<file path="config.mk">
export PLATFORM = sky130hd
export DESIGN_NAME = cursor_position_ctrl
export DESIGN_NICKNAME = d
export VERILOG_FILES = /design/src/rtl/cursor_position_ctrl.sv
export SDC_FILE = /design/constraint.sdc
export NUM_CORES = 1
export LEC_CHECK = 0
export BUFFER_PORTS_ARGS = -buffer_cell sky130_fd_sc_hd__buf_2
export CAP_MARGIN = 15
export CORE_MARGIN = 2
export CORE_UTILIZATION = 40
export DETAILED_ROUTE_END_ITERATION = 6
export PLACE_DENSITY = 0.72
export SLEW_MARGIN = 20
export SYNTH_ARGS = -nofsm -noshare
export SYNTH_HDL_FRONTEND = slang
export SYNTH_SLANG_ARGS = --single-unit
</file>
<file path="constraint.sdc">
create_clock -name clk -period 2.6 [get_ports clk]
set_input_delay 0.26 -clock clk [delete_from_list [all_inputs] [get_ports clk]]
set_output_delay 0.26 -clock clk [all_outputs]
set_load 0.01 [all_outputs]
</file>
<file path="src/rtl/cursor_position_ctrl.sv">
// Cursor-square position controller: debounced-free direction buttons with tap and
// hold-to-repeat, moves applied only at frame start, plus a registered in_square flag.
module cursor_position_ctrl #(
  parameter int H_ACTIVE   = 640,
  parameter int V_ACTIVE   = 480,
  parameter int SQ_W       = 8,
  parameter int SQ_H       = 8,
  parameter int STEP       = 4,
  parameter int HOLD_CYC   = 12500000,
  parameter int REPEAT_CYC = 2500000
) (
  input  logic        clk,
  input  logic        rst,
  input  logic        btn_up,
  input  logic        btn_down,
  input  logic        btn_left,
  input  logic        btn_right,
  input  logic        frame_start,
  input  logic [12:0] row,
  input  logic [12:0] col,
  output logic [15:0] center_row,
  output logic [15:0] center_col,
  output logic [15:0] square_top,
  output logic [15:0] square_bottom,
  output logic [15:0] square_left,
  output logic [15:0] square_right,
  output logic        in_square,
  output logic        move_pending
);

  localparam logic [15:0] HALF_W    = 16'(SQ_W / 2);
  localparam logic [15:0] HALF_H    = 16'(SQ_H / 2);
  localparam logic [15:0] COL_MIN   = 16'(SQ_W / 2);
  localparam logic [15:0] COL_MAX   = 16'(H_ACTIVE - 1 - SQ_W / 2);
  localparam logic [15:0] ROW_MIN   = 16'(SQ_H / 2);
  localparam logic [15:0] ROW_MAX   = 16'(V_ACTIVE - 1 - SQ_H / 2);
  localparam logic [15:0] STEP16    = 16'(STEP);
  localparam logic [31:0] HOLD_LAST = 32'(HOLD_CYC - 1);
  localparam logic [31:0] REP_LAST  = 32'(REPEAT_CYC - 1);

  // Encoding doubles as the bit index into the synced button vector.
  typedef enum logic [1:0] {DIR_UP, DIR_DOWN, DIR_LEFT, DIR_RIGHT} dir_e;
  typedef enum logic [1:0] {IDLE, DELAY, REPEAT} state_e;

  logic [3:0]  btn_raw, btn_s1, btn_s2;
  state_e      state, state_nx;
  dir_e        lat_dir, lat_nx, pick_dir, pending_dir;
  logic [31:0] cnt, cnt_nx;
  logic        req;

  assign btn_raw = {btn_right, btn_left, btn_down, btn_up};

  always_ff @(posedge clk) begin
    if (rst) begin
      btn_s1 <= '0;
      btn_s2 <= '0;
    end else begin
      btn_s1 <= btn_raw;
      btn_s2 <= btn_s1;
    end
  end

  always_comb begin
    pick_dir = DIR_UP;
    if (btn_s2[3])      pick_dir = DIR_RIGHT;
    else if (btn_s2[2]) pick_dir = DIR_LEFT;
    else if (btn_s2[1]) pick_dir = DIR_DOWN;
  end

  always_ff @(posedge clk) begin
    if (rst) begin
      state   <= IDLE;
      cnt     <= '0;
      lat_dir <= DIR_UP;
    end else begin
      state   <= state_nx;
      cnt     <= cnt_nx;
      lat_dir <= lat_nx;
    end
  end

  always_comb begin
    state_nx = state;
    cnt_nx   = cnt;
    lat_nx   = lat_dir;
    req      = 1'b0;
    case (state)
      IDLE: if (|btn_s2) begin
        lat_nx   = pick_dir;
        req      = 1'b1;
        cnt_nx   = '0;
        state_nx = DELAY;
      end
      DELAY: begin
        if (!btn_s2[lat_dir]) state_nx = IDLE;
        else if (cnt == HOLD_LAST) begin
          req      = 1'b1;
          cnt_nx   = '0;
          state_nx = REPEAT;
        end else cnt_nx = cnt + 32'd1;
      end
      REPEAT: begin
        if (!btn_s2[lat_dir]) state_nx = IDLE;
        else if (cnt == REP_LAST) begin
          req    = 1'b1;
          cnt_nx = '0;
        end else cnt_nx = cnt + 32'd1;
      end
      default: state_nx = IDLE;
    endcase
  end

  function automatic logic [15:0] inc_clamp(input logic [15:0] c, input logic [15:0] mx);
    logic [16:0] s;
    s = {1'b0, c} + {1'b0, STEP16};
    return (s > {1'b0, mx}) ? mx : s[15:0];
  endfunction

  function automatic logic [15:0] dec_clamp(input logic [15:0] c, input logic [15:0] mn);
    return (c < mn + STEP16) ? mn : c - STEP16;
  endfunction

  // Single-entry move buffer; a later request only replaces the direction.
  always_ff @(posedge clk) begin
    if (rst) begin
      move_pending <= 1'b0;
      pending_dir  <= DIR_UP;
      center_row   <= 16'(V_ACTIVE / 2);
      center_col   <= 16'(H_ACTIVE / 2);
    end else begin
      move_pending <= req | (move_pending & ~frame_start);
      if (req) pending_dir <= lat_nx;
      if (frame_start && move_pending) begin
        case (pending_dir)
          DIR_RIGHT: center_col <= inc_clamp(center_col, COL_MAX);
          DIR_LEFT:  center_col <= dec_clamp(center_col, COL_MIN);
          DIR_DOWN:  center_row <= inc_clamp(center_row, ROW_MAX);
          default:   center_row <= dec_clamp(center_row, ROW_MIN);
        endcase
      end
    end
  end

  assign square_top    = center_row - HALF_H;
  assign square_bottom = center_row + HALF_H;
  assign square_left   = center_col - HALF_W;
  assign square_right  = center_col + HALF_W;

  always_ff @(posedge clk) begin
    if (rst) in_square <= 1'b0;
    else in_square <= ({3'b0, row} >= square_top) && ({3'b0, row} <= square_bottom) &&
                      ({3'b0, col} >= square_left) && ({3'b0, col} <= square_right);
  end

endmodule

</file>
==> results of run 1 <==
==> cells by family after synthesis <==
kind of cell    synth area share [%]
flops                           24.8
simple gates                    28.5
buf+inv                         7.96
xor+xnor                        8.59
mux                             1.33
compound gates                  17.6
fa+ha+maj                       11.3
==> state kept, by name, summed over array words and instances, names as in the netlist <==
register and flops:
btn_s1 4, btn_s2 4, cnt 32, center_col 15, pending_dir 2, lat_dir 2, in_square 1, state 2
move_pending 1, center_row 15
==> per-layer routing <==
| metal | vias to the layer above | share of wire, % |
|---|---|---|
| met1 | 3094 | 46 |
| met2 | 276 | 44 |
| met4 | 0 | 2.6 |
| met3 | 37 | 7.6 |
| li1 | 3274 | - |
| met5 | - | 0 |
==> final cells by class <==
cell class | count | share of cell area [%]
Multi-Input combinational cell | 620 | 54.0
Sequential cell | 78 | 19.2
Timing Repair Buffer | 226 | 16.9
Tap cell | 211 | 3.25
Clock buffer | 10 | 2.94
Inverter | 52 | 2.40
Clock inverter | 6 | 1.34
==> report_power, final <==
| part | internal [W] | switching, W |
|---|---|---|
| Clock | 0.000962 | 0.000507 |
| Combinational | 0.000285 | 0.000391 |
| Sequential | 0.00122 | 0.0000235 |
| Total | 0.00247 | 0.000921 |
==> how the worst min path moves through the flow <==
stage	from	endpoint	slack, ns	cells after the start
after floorplan	btn_up	btn_s1[0]	0.39	1
after global placement	btn_s1[0]	btn_s2[0]	0.42	1
after detailed placement	btn_s1[2]	btn_s2[2]	0.43	1
after CTS	btn_left	btn_s1[2]	0.12	2
after global routing	btn_right	btn_s1[3]	0.13	2
final	btn_right	btn_s1[3]	0.12	2
==> cells in the final DEF (no fill, tap or decap), drive strengths merged, types with 13 or more instances in the layout <==
cell type    n
a31oi       14
nor2        76
nor3        21
a22oi       13
nand3       46
and3        15
nand4       20
xor2        32
nor4        23
xnor2       29
buf        226
dfxtp       78
a21oi       42
inv         52
ha          57
nand2       54
o21ai       35
nor2b       17
==> worst register-to-register path: cells and delay by family, from the launching register on <==
family / cells / cell delay [ns]
XOR/XNOR: 1 / 0.25
flip-flops: 1 / 0.37
AND/OR/NAND/NOR: 4 / 0.61
buffers and inverters: 2 / 0.32
AO/OA/AOI/OAI: 4 / 0.73
adder cells (fa/ha/maj): 1 / 0.32
==> cell usage after synthesis (4+ instances only) <==
library cell	number	area, um2
and3_1	13	81.3
and4_1	6	52.6
xor2_1	31	272
o21ai_0	33	165
mux2i_1	5	50.1
clkbuf_1	24	90.1
a21oi_1	42	210
a311oi_1	4	35.0
or3_1	8	50.1
inv_1	51	191
buf_1	4	15.0
a2111oi_0	4	35.0
a21o_1	11	82.6
a22oi_1	13	97.6
dfxtp_1	78	1560
nor2b_1	17	106
nor4_2	5	62.6
a211oi_1	9	67.6
ha_1	57	713
nand2b_1	7	43.8
nor3_1	21	105
nor2_1	75	282
nand4_1	19	119
nand2_1	53	199
buf_4	15	113
or4_1	10	75.1
nand3_1	46	230
nor4_1	16	100
o211ai_1	10	75.1
buf_2	11	55.1
xnor2_1	29	254
and2_1	8	50.1
o211a_1	4	40.0
a31oi_1	14	87.6
==> metrics by stage <==
stage / util, % / setup WS [ns] / TNS (ns) / cell area (um2) / power, W
2_1_floorplan: - / -0.157 / -0.157 / 6440 / 0.00167
3_3_place_gp: 50.6 / -0.0294 / -0.0294 / 7750 / 0.00192
3_5_place_dp: 50.6 / -0.173 / -0.173 / 7750 / 0.00193
4_1_cts: 53.0 / -0.0593 / -0.0593 / 8120 / 0.00341
5_1_grt: 53.1 / -0.294 / -0.324 / 8130 / 0.00355
6_report: 53.1 / -0.0766 / -0.0766 / 8130 / 0.00339
==> repair_timing <==
action | CTS | global route
gates cloned | 0 | 0
setup buffers | 1 | 1
endpoints found under the setup margin | 1 | 19
pin swaps | 2 | 2
gates resized for setup | 6 | 4
==> impl_metrics.csv, run 1 <==
group,metric,value,unit
yosys,yosysWarnings,0,
yosys,synth_edf_count,0,
floorplan,die_y,130,um
layout,fill_cells,1488,
setup_path,required,2.89,ns
clock_network,h-tree-depth,3,
timing,clock_skew,0.00616,ns
outcome,violations,"setup timing",
floorplan,num_rows,45,
setup_path,critPathMaxStageDelay,0.37,ns
drt,initialDrtViolationCount,376,
setup_path,crit_start,"center_col[4]",
timing,worst_pin_slew,0.708,ns
timing,hold_viol,0,
floorplan,start_util,41.2,%
setup_path,critPathKind,"register to register",
grt,grt_antenna_before_repair,0,
setup_path,crit_top_cell,"nor2_1",
timing,slew_headroom,51.6,%
grt,met1_usage,30.0,%
min_path,min_path_type,"input port to register",
grt,first_global_vias,6130,
layout,layout.cells.non_filler,1203,
yosys,synth_ff_type,"dfxtp_1",
layout,diodes,0,
setup_path,cpLargestDelayFamily,"compound AO/OA/AOI/OAI gates",
place,dpl.hpwl,14400,um
place,place.gp.congestion,0.948,
setup_path,timing.rr.end,"in_square",
grt,grt_max_degree,36,
setup_path,cp.arrival,2.97,ns
timing,period_needed,2.68,ns
grt,grt-ovfl-total,0,
setup_path,crit_path_top_delay_cell,"dfxtp_1",
yosys,syn-instance-count,807,
clock_network,cts_tree,"built",
floorplan,core,15300,um2
clock_network,path_clk_slew,0.06,ns
grt,grt_use_met3,4.50,%
setup_path,start_kind,"register",
clock_network,clk_latency,0.35,ns
pwr,irDropWorstVdd,0.329,mV
pwr,p_leak,3.61,nW
place,portBuffers,130,
outcome,status,"finished with violations",
pwr,power.density,417,nW/um2
layout,post_route_cells_drive_above_1_share,28.9,%
floorplan,fp.dieArea,16800,um2
grt,use_met2,35.7,%
setup_path,r2r_setup_slack,-0.08,ns
setup_path,cp-end-kind,"register",
setup_path,setup.worst_path.end,"in_square",
drt,ant_nets,0,
yosys,synth_seq_area_share,24.8,%
clock_network,cts_root_buf,"clkbuf_16",
drt,vias_per_cell,5.55,
setup_path,crit_buf_inv,2,
timing,finalCritPeriodShare,103,%
clock_network,holdBufCountCts,0,
yosys,syn_nets,897,
setup_path,r2r.worst_path.cells,12,
clock_network,cts_buffers,9,
yosys,ys_seq_elements,78,
layout,area_growth,29.0,%
drt,drt_wl_total,18500,um
setup_path,worst-path-stages,12,
floorplan,ios,131,
drt,num_vias,6681,
floorplan,die_x,130,um
drt,dr.pass1.iters,6,
yosys,async_reset_ff_share,0,%
grt,grt_pass1_wl,30300,um
flow_run,max_cap_viol_count,0,
setup_path,path_max_fanout,13,
setup_path,reg2reg_from,"center_col[4]",
timing,setup_violations,1,
yosys,synthesis.area,6300,um2
drt,drc,0,
layout,nNetsFinal,1077,
yosys,synth_cell_types,70,
drt,wl_per_cell,15.4,um
yosys,syn_area_per_cell,7.81,um2
timing,slew_violations,0,
grt,grt_usage,22.5,%
clock_network,clock_sinks,78,
timing,rsz0062_at_grt,"yes",
timing,hold_slack,0.123,ns
place,place_inst,1185,
setup_path,crit_chain,"buf_4 -> and4_1 -> nand4_1 -> xnor2_1 -> inv_1 -> ha_1 -> a21oi_1 -> nor2_1 -> nor2_1 -> o2111ai_1 -> a31oi_1 -> o311a_1",
layout,seqCellArea,1560,um2
timing,max_freq,0.374,GHz
timing,finalWorstSetupSlack,-0.0766,ns
layout,multi_input_area,4390,um2
clock_network,clock_path_buffers,2,
grt,busiest_layer,"met2",
(Power assumes the default switching activity.)
==> run 2: changes to the inputs <==
--- a/config.mk
+++ b/config.mk
@@ -8,9 +8,9 @@
 export BUFFER_PORTS_ARGS = -buffer_cell sky130_fd_sc_hd__buf_2
 export CAP_MARGIN = 15
 export CORE_MARGIN = 2
-export CORE_UTILIZATION = 40
+export CORE_UTILIZATION = 51
 export DETAILED_ROUTE_END_ITERATION = 6
-export PLACE_DENSITY = 0.72
+export PLACE_DENSITY = 0.86
 export SLEW_MARGIN = 20
 export SYNTH_ARGS = -nofsm -noshare
 export SYNTH_HDL_FRONTEND = slang
==> run 2 against run 1 <==
Net effect:
- setup slack worse by 0.040 ns
- sequential power barely moved
- utilization up 13 points
- the run still ends with setup timing left
==> impl_metrics.csv, run 2 (synthesis gave the netlist of run 1 again) <==
group,metric,value,unit
outcome,status,"finished with violations",
outcome,violations,"setup timing",
setup_path,crit_buf_inv,2,
timing,rsz0062_at_grt,"yes",
place,portBuffers,130,
clock_network,cts_buffers,9,
layout,regMostFlops,"cnt",
setup_path,critPathKind,"register to register",
flow_run,max_cap_viol_count,0,
layout,layout_common_cells,"130 x buf_2, 84 x buf_4, 78 x dfxtp_1, 73 x nor2_1, 56 x ha_1",
setup_path,crit_chain,"nor4_4 -> buf_4 -> nor4b_4 -> xor2_1 -> inv_1 -> ha_1 -> nand4_1 -> a2111oi_4 -> o21ai_1 -> nor4_1 -> o311a_1",
layout,largest_register_ffs,32,
timing,max_freq,0.368,GHz
pwr,power.density,398,nW/um2
timing,clock_skew,0.00763,ns
clock_network,cts_root_buf,"clkbuf_16",
floorplan,core,12100,um2
floorplan,start_util,52.3,%
setup_path,cp.arrival,3.01,ns
layout,layout_commonest_cell,"buf_2",
drt,dr.pass1.iters,5,
clock_network,clk_latency,0.34,ns
grt,grt_antenna_before_repair,0,
timing,period_needed,2.72,ns
drt,drt_wl_total,19600,um
clock_network,clock_sinks,78,
grt,grt_pass1_wl,31600,um
setup_path,start_kind,"register",
floorplan,fp.dieArea,13300,um2
drt,ant_nets,0,
layout,diodes,0,
layout,fin_area,8010,um2
grt,grt_usage,29.6,%
timing,worst_pin_slew,0.813,ns
layout,reg_top3,"cnt x32, center_col x15, center_row x15",
clock_network,clock_path_buffers,2,
pwr,irDropWorstVdd,0.333,mV
grt,grt_max_degree,39,
floorplan,ios,131,
grt,grt-ovfl-total,0,
floorplan,num_rows,40,
timing,finalCritPeriodShare,104,%
layout,area_growth,27.1,%
timing,slew_headroom,44.4,%
min_path,min_path_type,"input port to register",
clock_network,h-tree-depth,3,
clock_network,holdBufCountCts,0,
timing,tns,-0.117,ns
setup_path,cp-end-kind,"register",
pwr,p_leak,3.57,nW
drt,wl_per_cell,17.1,um
clock_network,cts_tree,"built",
setup_path,path_max_fanout,4,
setup_path,crit_path_top_delay_cell,"nor4_4",
layout,nNetsFinal,1067,
place,dpl.hpwl,14700,um
place,place.gp.congestion,0.989,
layout,post_route_cells_drive_above_1_share,28.3,%
place,placed_cell_area,7630,um2
pwr,finalPower,0.00319,W
place,dp_worst_setup_slack,-0.238,ns
floorplan,die_y,115,um
drt,num_vias,6876,
timing,slew_violations,0,
setup_path,cpLargestDelayFamily,"simple AND/OR/NAND/NOR gates",
drt,drc,0,
drt,initialDrtViolationCount,707,
timing,hold_viol,0,
drt,vias_per_cell,5.98,
grt,first_global_vias,6535,
floorplan,die_x,115,um
timing,finalWorstSetupSlack,-0.117,ns
timing,setup_violations,1,
clock_network,path_clk_slew,0.07,ns
setup_path,critPathMaxStageDelay,0.35,ns
setup_path,required,2.89,ns
layout,fill_cells,1003,
## run 2: through the flow
step	hold WS [ns]	util (%)	std cells
global placement	0.417	63.2	1131
floorplan	0.388	-	807
CTS	0.118	65.9	1149
detailed placement	0.422	63.2	1131
global route	0.130	66.4	1150
finish	0.122	66.4	1150
## run 2: worst paths after layout
path	startpoint	to	slack [ns]	cells after the start
setup / recovery	center_col[4]	in_square	-0.12	11
hold / removal	btn_up	btn_s1[0]	0.12	2
setup reg to reg	center_col[4]	in_square	-0.12	11
hold reg to reg	btn_s1[3]	btn_s2[3]	0.44	1
## run 2: power by group
part,internal [W],total (W),switching [W]
Combinational,0.000268,0.000657,0.000389
Clock,0.000751,0.00128,0.000528
Sequential,0.00122,0.00125,0.0000279
## run 2: repair_timing
item	4_1_cts	5_1_grt
resized for setup	4	12
setup buffers	2	1
setup endpoints to repair	1	27
pin swaps	4	4
## run 2: area by class of cell
cell class                      instances  area (um2)  area share (%)
Clock inverter                          6        68.8           0.859
Sequential cell                        78        1560            19.5
Multi-Input combinational cell        620        4440            55.4
Tap cell                              168         210            2.62
Clock buffer                           10         229            2.86
Timing Repair Buffer                  216        1310            16.4
Inverter                               52         195            2.44
## run 2: per-layer routing
layer | vias up | track usage, % | wire length, um
met2 | 359 | 49.5 | 9330
met4 | 0 | 12.6 | 659
met5 | - | 0 | 0
met1 | 3194 | 37.7 | 8090
li1 | 3258 | - | -
met3 | 65 | 5.32 | 1550
==> run 3: changes to the inputs <==
--- a/config.mk
+++ b/config.mk
@@ -5,9 +5,10 @@
 export SDC_FILE = /design/constraint.sdc
 export NUM_CORES = 1
 export LEC_CHECK = 0
+export ABC_AREA = 1
 export BUFFER_PORTS_ARGS = -buffer_cell sky130_fd_sc_hd__buf_2
 export CAP_MARGIN = 15
-export CORE_MARGIN = 2
+export CORE_MARGIN = 3
 export CORE_UTILIZATION = 51
 export DETAILED_ROUTE_END_ITERATION = 6
 export PLACE_DENSITY = 0.86
==> run 3 against run 2 <==
Net effect:
- the run now ends clean
- global-route usage down 4.6 points
- clock-buffer cell count did not move
- flip-flop and latch count unchanged
- maximum frequency rose by 12%
- first-iteration DRC count fell by 8.1%
- non-clock buffer count shrank 54
- die area grew 9.2%
- synthesized cell count rose by 33%
- via count rose by 6.8%
- clock power grew 5%
- critical path type unchanged
- largest power group is now combinational logic
==> impl_metrics.csv, run 3 <==
group,metric,value,unit
setup_path,crit_chain,"buf_4 -> nand3_2 -> nor2_4 -> nand2_1 -> xor2_1 -> inv_1 -> ha_1 -> nand2_1 -> nor2_1 -> nand2_1 -> nand2_1 -> nand2_1 -> nand2_1 -> nand3_1 -> nand2_1 -> nor2_1 -> nand2_1 -> nor2_1",
timing,max_freq,0.413,GHz
layout,largest_register_ffs,32,
yosys,yosysTopAreaCell,"dfxtp_1",
yosys,syn_area_per_cell,6.21,um2
grt,grt-ovfl-total,0,
yosys,synth_seq_area_share,23.4,%
timing,finalWorstSetupSlack,0.180,ns
grt,grt_pass1_wl,30300,um
drt,wl_per_cell,13.5,um
yosys,yosys.area.top_type_share,23.4,%
yosys,synth.top_cells.by_count,"239 x nand2_1, 176 x inv_1, 144 x nor2_1",
timing,setup_violations,0,
setup_path,crit_top_cell,"nand2_1",
clock_network,path_clk_slew,0.06,ns
yosys,ys_seq_elements,78,
yosys,async_reset_ff_share,0,%
yosys,synth_edf_count,0,
layout,reg_top3,"cnt x32, center_col x15, center_row x15",
drt,drc,0,
clock_network,cts_tree,"built",
floorplan,ios,131,
place,dp_worst_setup_slack,0.0727,ns
setup_path,crit_path_top_delay_cell,"dfxtp_1",
clock_network,cts_buffers,9,
place,portBuffers,130,
drt,ant_nets,0,
layout,nNetsFinal,1302,
layout,area_growth,18.9,%
setup_path,start_kind,"register",
layout,diodes,0,
min_path,min_path_type,"input port to register",
yosys,netlist_top_cells_area,"dfxtp_1 23%, nand2_1 13%, ha_1 11%",
outcome,status,"completed",
drt,drt_wl_total,18700,um
setup_path,cp.arrival,2.65,ns
floorplan,die_y,120,um
pwr,irDropWorstVdd,0.541,mV
layout,regMostFlops,"cnt",
setup_path,timing.rr.end,"in_square",
setup_path,critPathMaxStageDelay,0.38,ns
min_path,hold_end,"btn_s1[1]",
floorplan,start_util,52.4,%
setup_path,worst-path-stages,18,
clock_network,cts_root_buf,"clkbuf_16",
place,place.gp.congestion,1.01,
drt,num_vias,7343,
drt,vias_per_cell,5.29,
yosys,synth_ff_type,"dfxtp_1",
setup_path,reg2reg_from,"center_col[2]",
setup_path,path_max_fanout,7,
timing,clock_skew,0.00652,ns
grt,grt_max_degree,34,
floorplan,die_x,120,um
timing,slew_headroom,47.2,%
flow_run,max_cap_viol_count,0,
yosys,yosysMostFrequentCell,"nand2_1",
clock_network,h-tree-depth,3,
clock_network,clk_latency,0.34,ns
clock_network,clock_path_buffers,2,
setup_path,cpLargestDelayFamily,"simple AND/OR/NAND/NOR gates",
min_path,min_from,"btn_down",
clock_network,holdBufCountCts,0,
timing,hold_viol,0,
layout,fin_area,7930,um2
setup_path,crit_buf_inv,2,
clock_network,clock_sinks,78,
timing,period_needed,2.42,ns
yosys,synth_cell_types,48,
drt,dr.pass1.iters,5,
yosys,yosysWarnings,0,
setup_path,required,2.83,ns
timing,worst_pin_slew,0.789,ns
setup_path,r2r.worst_path.cells,18,
floorplan,num_rows,41,
layout,layout_common_cells,"239 x nand2_1, 175 x inv_1, 142 x nor2_1, 130 x buf_2, 70 x dfxtp_1",
grt,grt_usage,25.0,%
floorplan,fp.dieArea,14500,um2
grt,first_global_vias,6642,
place,dpl.hpwl,14800,um
pwr,finalPower,0.00464,W
pwr,power.density,585,nW/um2
pwr,p_leak,3.97,nW
grt,grt_antenna_before_repair,0,
timing,slew_violations,0,
yosys,synthesis.area,6670,um2
setup_path,cp-end-kind,"register",
floorplan,core,12700,um2
timing,tns,0,ns
timing,finalCritPeriodShare,93.1,%
setup_path,r2r_setup_slack,0.18,ns
setup_path,critPathKind,"register to register",
min_path,holdPathStages,3,
yosys,syn_nets,1164,
layout,post_route_cells_drive_above_1_share,18.9,%
place,placed_cell_area,7560,um2
layout,layout_commonest_cell,"nand2_1",
drt,initialDrtViolationCount,650,
yosys,syn-instance-count,1074,
[run 3: cell types whose count changed after synthesis, sizes merged, moves of 13 or more]
| cell | previous run | this run |
|---|---|---|
| nand2 | 54 | 249 |
| inv | 52 | 178 |
| nor2 | 76 | 154 |
| nor3 | 21 | 48 |
| a21oi | 42 | 68 |
| xnor2 | 29 | 6 |
| nand3 | 46 | 63 |
| nor2b | 17 | 0 |
| nor4 | 23 | 7 |
| clkbuf | 24 | 10 |
| and3 | 15 | 2 |
[run 3: through the flow]
step,hold slack [ns],util [%],std cells
final,0.122,62.3,1389
after global routing,0.120,62.3,1389
after CTS,0.116,61.9,1389
after detailed placement,0.394,59.4,1373
after global placement,0.390,59.4,1373
after floorplan,0.367,-,1074
[run 3: worst max path at each step]
stage	to	slack [ns]	startpoint
after floorplan	in_square	0.04	center_row[2]
after detailed placement	in_square	0.07	center_row[3]
after global placement	in_square	0.17	center_row[3]
after CTS	in_square	0.05	center_row[3]
final	in_square	0.18	center_col[2]
after global routing	in_square	-0.003	center_row[3]
[run 3: power by group]
group          switching (W)  internal (W)
Combinational        0.00124      0.000644
Clock               0.000506      0.000847
Sequential          0.000116       0.00129
[run 3: cell type report]
cell class | count | area, um2
fill | 1201 | 4790
multi-input combinational | 782 | 4260
sequential | 78 | 1570
timing repair buffer | 162 | 891
inverter | 179 | 672
clock buffer | 10 | 229
tap | 172 | 215
clock inverter | 6 | 92.6
[run 3: what timing repair did]
item,CTS,global route
setup endpoints to repair,0,1
setup buffers,0,0
gates resized for setup,0,17
[run 3: layer usage]
metal,wire [um],track usage [%]
met1,8020,32.5
met2,9060,43.1
met3,1260,4.12
met4,369,6.66
met5,0,0
[run 3: cell families after synthesis]
group	synth area share (%)
and+or+nand+nor	36.9
AOI/OAI and AO/OA	11.3
xor gates and xnor gates	4.33
buffers and inverters	13.3
DFF	23.4
adders and majority gates	10.7
[run 3: tightest hold or removal path, stage by stage]
cell and delay (ns):
buf_2 0.07, inv_1 0.03, nor2_1 0.06
